**config.mk**
```make
export PLATFORM = sky130hd
export DESIGN_NAME = kmap_sweep_ctrl
export DESIGN_NICKNAME = d
export VERILOG_FILES = /design/src/rtl/kmap_pkg.sv /design/src/rtl/kmap_golden_lut.sv /design/src/rtl/kmap_sweep_ctrl.sv
export SDC_FILE = /design/constraint.sdc
export NUM_CORES = 1
export LEC_CHECK = 0
export BUFFER_PORTS_ARGS = -buffer_cell sky130_fd_sc_hd__buf_4
export CORE_MARGIN = 2
export CORE_UTILIZATION = 48
export DETAILED_ROUTE_END_ITERATION = 8
export GPL_ROUTABILITY_DRIVEN = 0
export PLACE_DENSITY = 0.74
export SYNTH_ARGS = -nofsm -noshare
export SYNTH_HDL_FRONTEND = slang
export SYNTH_SLANG_ARGS = --single-unit
```
**constraint.sdc**
```tcl
create_clock -name clk -period 1.76 [get_ports clk]
set_input_delay 0.176 -clock clk [delete_from_list [all_inputs] [get_ports clk]]
set_output_delay 0.176 -clock clk [all_outputs]
set_load 0.005 [all_outputs]
```
**src/rtl/kmap_pkg.sv**
```systemverilog
// ============================================================================
// kmap_pkg
// Shared types and constants for the K-map evaluator sweep controller.
// Rev 1.0 - initial release
// ============================================================================
`default_nettype none

package kmap_pkg;

  localparam int VEC_W   = 4;
  localparam int NUM_VEC = 16;
  localparam int CNT_W   = 5;

  // Golden truth tables; bit i is the function value at input index i.
  localparam logic [NUM_VEC-1:0] F1_MASK_DEFAULT = 16'h35A5;
  localparam logic [NUM_VEC-1:0] F2_MASK_DEFAULT = 16'hEEE2;

  typedef enum logic [1:0] {
    ST_IDLE   = 2'd0,
    ST_SETTLE = 2'd1,
    ST_SAMPLE = 2'd2,
    ST_DONE   = 2'd3
  } kmap_state_e;

endpackage

`default_nettype wire

```
**src/rtl/kmap_golden_lut.sv**
```systemverilog
// ============================================================================
// kmap_golden_lut
// Combinational lookup of the expected f1/f2 values at the current vector.
// Rev 1.0 - initial release
// ============================================================================
`default_nettype none

module kmap_golden_lut
  import kmap_pkg::*;
#(
  parameter logic [NUM_VEC-1:0] F1_MINTERMS = F1_MASK_DEFAULT,
  parameter logic [NUM_VEC-1:0] F2_MINTERMS = F2_MASK_DEFAULT
) (
  input  logic [VEC_W-1:0] vec_i,
  output logic             exp_f1_o,
  output logic             exp_f2_o
);

  assign exp_f1_o = F1_MINTERMS[vec_i];
  assign exp_f2_o = F2_MINTERMS[vec_i];

endmodule

`default_nettype wire

```
**src/rtl/kmap_sweep_ctrl.sv**
```systemverilog
// ============================================================================
// kmap_sweep_ctrl
// Built-in self-test sequencer: walks all 16 input vectors through the SOP
// evaluator, counts f1/f2 mismatches and records the first failing vector.
// Optional build macro: KMAP_STOP_ON_FAIL_EN (end sweep at first mismatch).
// Rev 1.0 - initial release
// ============================================================================
`default_nettype none

module kmap_sweep_ctrl
  import kmap_pkg::*;
#(
  parameter logic [NUM_VEC-1:0] F1_MINTERMS = F1_MASK_DEFAULT,
  parameter logic [NUM_VEC-1:0] F2_MINTERMS = F2_MASK_DEFAULT,
  parameter int                 DUT_LAT     = 0
) (
  input  logic             clk,
  input  logic             rst,
  input  logic             start,
  output logic             busy,
  output logic             done,
  output logic [VEC_W-1:0] vec_out,
  input  logic             f1_in,
  input  logic             f2_in,
  output logic [CNT_W-1:0] f1_err_cnt,
  output logic [CNT_W-1:0] f2_err_cnt,
  output logic             fail_seen,
  output logic [VEC_W-1:0] first_fail_idx,
  output logic             pass
);

  kmap_state_e      state_q, state_d;
  logic [2:0]       wait_q, wait_d;
  logic [VEC_W-1:0] vec_q, vec_d;
  logic [CNT_W-1:0] c1_q, c1_d;
  logic [CNT_W-1:0] c2_q, c2_d;
  logic             fs_q, fs_d;
  logic [VEC_W-1:0] idx_q, idx_d;
  logic             pass_q, pass_d;

  logic             exp_f1, exp_f2;
  logic             mis_f1, mis_f2;
  logic             last_vec;

  // With zero evaluator latency every vector is sampled immediately.
  localparam kmap_state_e VEC_ENTRY_ST = (DUT_LAT == 0) ? ST_SAMPLE : ST_SETTLE;
  localparam logic [2:0]  WAIT_INIT    = 3'(DUT_LAT - 1);

  kmap_golden_lut #(
    .F1_MINTERMS (F1_MINTERMS),
    .F2_MINTERMS (F2_MINTERMS)
  ) u_lut (
    .vec_i    (vec_q),
    .exp_f1_o (exp_f1),
    .exp_f2_o (exp_f2)
  );

  assign mis_f1 = f1_in ^ exp_f1;
  assign mis_f2 = f2_in ^ exp_f2;

`ifdef KMAP_STOP_ON_FAIL_EN
  assign last_vec = mis_f1 | mis_f2 | (vec_q == VEC_W'(NUM_VEC - 1));
`else
  assign last_vec = (vec_q == VEC_W'(NUM_VEC - 1));
`endif

  // Next-state and datapath update for the sweep sequencer.
  always_comb begin
    state_d = state_q;
    wait_d  = wait_q;
    vec_d   = vec_q;
    c1_d    = c1_q;
    c2_d    = c2_q;
    fs_d    = fs_q;
    idx_d   = idx_q;
    pass_d  = pass_q;
    case (state_q)
      ST_IDLE: begin
        if (start) begin
          c1_d    = '0;
          c2_d    = '0;
          fs_d    = 1'b0;
          idx_d   = '0;
          pass_d  = 1'b0;
          vec_d   = '0;
          wait_d  = WAIT_INIT;
          state_d = VEC_ENTRY_ST;
        end
      end
      ST_SETTLE: begin
        if (wait_q == 3'd0) state_d = ST_SAMPLE;
        else                wait_d  = wait_q - 3'd1;
      end
      ST_SAMPLE: begin
        if (mis_f1) c1_d = c1_q + CNT_W'(1);
        if (mis_f2) c2_d = c2_q + CNT_W'(1);
        if ((mis_f1 | mis_f2) && !fs_q) begin
          fs_d  = 1'b1;
          idx_d = vec_q;
        end
        if (last_vec) begin
          pass_d  = ~(fs_q | mis_f1 | mis_f2);
          state_d = ST_DONE;
        end else begin
          vec_d   = vec_q + VEC_W'(1);
          wait_d  = WAIT_INIT;
          state_d = VEC_ENTRY_ST;
        end
      end
      ST_DONE: state_d = ST_IDLE;
      default: state_d = ST_IDLE;
    endcase
  end

  // State registers; reset aborts any sweep in progress without a done pulse.
  always_ff @(posedge clk) begin
    if (rst) begin
      state_q <= ST_IDLE;
      wait_q  <= 3'd0;
      vec_q   <= '0;
      c1_q    <= '0;
      c2_q    <= '0;
      fs_q    <= 1'b0;
      idx_q   <= '0;
      pass_q  <= 1'b0;
    end else begin
      state_q <= state_d;
      wait_q  <= wait_d;
      vec_q   <= vec_d;
      c1_q    <= c1_d;
      c2_q    <= c2_d;
      fs_q    <= fs_d;
      idx_q   <= idx_d;
      pass_q  <= pass_d;
    end
  end

  assign busy           = (state_q == ST_SETTLE) || (state_q == ST_SAMPLE);
  assign done           = (state_q == ST_DONE);
  assign vec_out        = vec_q;
  assign f1_err_cnt     = c1_q;
  assign f2_err_cnt     = c2_q;
  assign fail_seen      = fs_q;
  assign first_fail_idx = idx_q;
  assign pass           = pass_q;

endmodule

`default_nettype wire

```
==> results by group <==
Place
  • Area of placed instances: 1740 um^2
  • Placed Instances: 217
  • Buffers added on ports: 26
  • Final HPWL DP: 2530 um

Global route
  • Total GRT Usage: 21.6%
  • Busiest grt layer: met2
  • Number of antenna violations at the first check in global routing: 0
  • Met3 usage: roughly 3.6%
  • First-pass GRT wire length: 5600 um
  • Vias in the first global route: 1254
  • GRT met1 Usage: ~25%
  • Largest net degree at the start of global routing: 17
  • Overflow after GRT: 0
  • GR Layer Usage met2: 39.8%

Die
  • Die height: 58.0 um
  • IO Count: 27
  • Chip width: roughly 58 um
  • Initial core utilization: slightly above 50%
  • Row cnt: 19
  • Die footprint: between 3000 and 4000 um^2
  • Core ar.: 2760 um^2

Critical path
  • Peak fanout along the critical path: 5
  • Crit start category: flip-flop
  • Setup Crit Path Kind: reg2reg
  • CP Capture Type: flip-flop
  • Worst EP required: around 2 ns
  • CP Data Arrival Time: roughly 2 ns

Route
  • Violation count after the first detailed-route iteration: 41
  • Total vias in the final route: between 1000 and 1500
  • Initial DRT Pass Iterations: 4
  • Post-DR wirelength/cell: about 15 um
  • Final WL: approximately 3300 um
  • Drt drc: 0
  • Detailed-route vias per instance: between 5 and 6
  • Final ANT Viol Nets: 0

Synthesis
  • Synth top area share: 38.6%
  • Sequential fraction of the synthesis area: between 30% and 40%
  • Syn Nets: 165
  • Number of synthesized flops with an enable pin: 0
  • Synth Instances: between 100 and 150
  • Synth warnings: 0
  • Most used DFF post-synth: dfxtp_1
  • #FFs+latches synth: 27
  • Top cells by area, synth: dfxtp_1 (39%), ha_1 (9.8%), nor2_1 (6.2%)
  • Synthesized area: ~1400 um^2
  • Ys async rst share: 0%
  • Syn Area/Cell: approximately 9.4 um^2
  • Post-synth top area cell: dfxtp_1
  • Distinct cells, synth: 39

Clocking
  • CTS tree: done
  • Clock-pin transition on the worst setup and hold timing paths: about 0.15 ns
  • Sink Count: 27
  • H-tree levels: 1
  • Clock Tree Buf Depth: 2
  • Clock latency on the worst-skew pair: around 0.33 ns
  • Clk root buf: clkbuf_4
  • Cts hold-fix bufs: 0
  • Num CTS Buffers: 3

Finish
  • Nets: 209
  • Antenna cell count: 0
  • # fillers: between 200 and 250
  • Layout cells sized above 1: 34.4%
  • Area grow syn2layout: 30.3%
  • Final Instance Area: 1820 um^2
  • Area of the multi-input gates: around 870 um^2
  • Register area: between 500 and 600 um^2
  • Non-Filler Instances: between 200 and 250

Pwr
  • Leakage: between 0.8 and 0.9 nW
  • Max VDD drop: 502 uV
  • PD cells: ~650 nW/um^2

Timing
  • Setup Skew: approximately 0.012 ns
  • Final min period: approximately 1.8 ns
  • Max Fclk: approximately 570 MHz
  • Count of pins over their slew limit: 0
  • Hold Violations, Final: 0
  • Endpoints failing setup: 0
  • Actual transition at the worst max-transition pin: roughly 0.33 ns
  • Normalized max-slew margin: between 70% and 80%
  • Crit share post-route: between 90% and 100%
  • RSZ-0062 raised after global routing: true

Hold path
  • Hold Crit Class: in2reg

Status
  • Status: complete, no violations

Flow run
  • Max-cap violations: 0
-- final cells by class --
class	count	area share, %
multi-input combinational	113	47.5
clock buffer	3	1.23
timing repair buffer	43	17.7
clock inverter	1	0.274
inverter	5	1.30
sequential	27	29.9
tap	31	2.13
-- registers in the layout, indices dropped and copies added (netlist names), 2 cells and up --
| register | count |
|---|---|
| f2_err_cnt | 5 |
| wait_q | 3 |
| state_q | 2 |
| f1_err_cnt | 5 |
| vec_out | 4 |
| first_fail_idx | 4 |
-- worst paths after layout --
| check | start | end | slack (ns) | depth (start not counted) |
|---|---|---|---|---|
| worst max-delay path | state_q[1] | exp_f2 | 0.01 | 7 |
| worst min-delay path | rst | f1_err_cnt[1] | 0.14 | 2 |
| worst max register to register | state_q[1] | exp_f2 | 0.01 | 7 |
| worst min register to register | first_fail_idx[0] | first_fail_idx[0] | 0.50 | 1 |
-- per-stage QoR --
step           power [W]  utilization (%)  TNS (ns)  hold WS, ns  setup slack [ns]
6_report         0.00118             66.2         0        0.142           0.00986
5_1_grt          0.00125             66.2   -0.0667        0.147           -0.0377
4_1_cts          0.00118             64.7         0        0.141            0.0219
3_5_place_dp    0.000910             63.1  -0.00796        0.459          -0.00796
3_3_place_gp    0.000899             63.1         0        0.458            0.0639
2_1_floorplan   0.000819                -         0        0.408          0.000126
-- cell families after synthesis --
logic type	Yosys count	share of synthesized area (%)
compound gates	31	17.5
xor+xnor	10	6.26
fa+ha+maj	11	9.83
buf+inv	9	3.13
flops	27	38.6
mux	3	2.14
simple gates	58	22.5
-- what timing repair did --
item                                    in CTS  in global routing
pin swaps                                    0                  3
buffers inserted                             1                  1
resized for setup                            3                  6
endpoints found under the setup margin       1                 11
-- cells in the final DEF, fill, tap and decap left out, types with 2 or more instances in the layout --
cell / instances
buf_4: 43
dfxtp_1: 25
nor2_1: 23
a21oi_1: 9
nand2b_1: 8
ha_1: 8
xor2_1: 6
o21ai_0: 5
a22o_1: 5
nand2_1: 4
xnor2_1: 4
nand4_1: 4
inv_1: 3
mux2i_1: 3
nand3_1: 3
clkbuf_4: 3
inv_4: 2
nand4b_1: 2
nor3_1: 2
nor3_2: 2
nor2_2: 2
a21o_1: 2
ha_4: 2
-- worst max-delay path, stage by stage, from the launching register on --
cell,delay [ns]
dfxtp_4,0.41
inv_4,0.05
ha_4,0.17
nor2b_4,0.15
or3_4,0.41
a22oi_2,0.17
nand2b_1,0.08
a22o_1,0.23
-- metal layers --
metal	share of wire (%)	wire length [um]	up-vias
li1	-	-	615
met1	41	1370	602
met2	52	1740	29
met3	4.4	148	9
met4	2.2	72	0
met5	0	0	-
-- cells in the mapped netlist (3+ instances only) --
master     n
nand3_1    3
inv_1      5
ha_1      11
a22o_1     5
xnor2_1    4
nand2_1    4
nor2_1    23
xor2_1     6
nor3_1     4
o21ai_0    5
nand2b_1   8
mux2i_1    3
dfxtp_1   27
a21oi_1    9
nand4_1    4
-- power breakdown --
group          internal [W]  total, W  switching (W)
registers          0.000634  0.000654      0.0000202
logic              0.000125  0.000260       0.000134
clock network     0.0000854  0.000271       0.000186
Power figures use the tool's default switching activity.
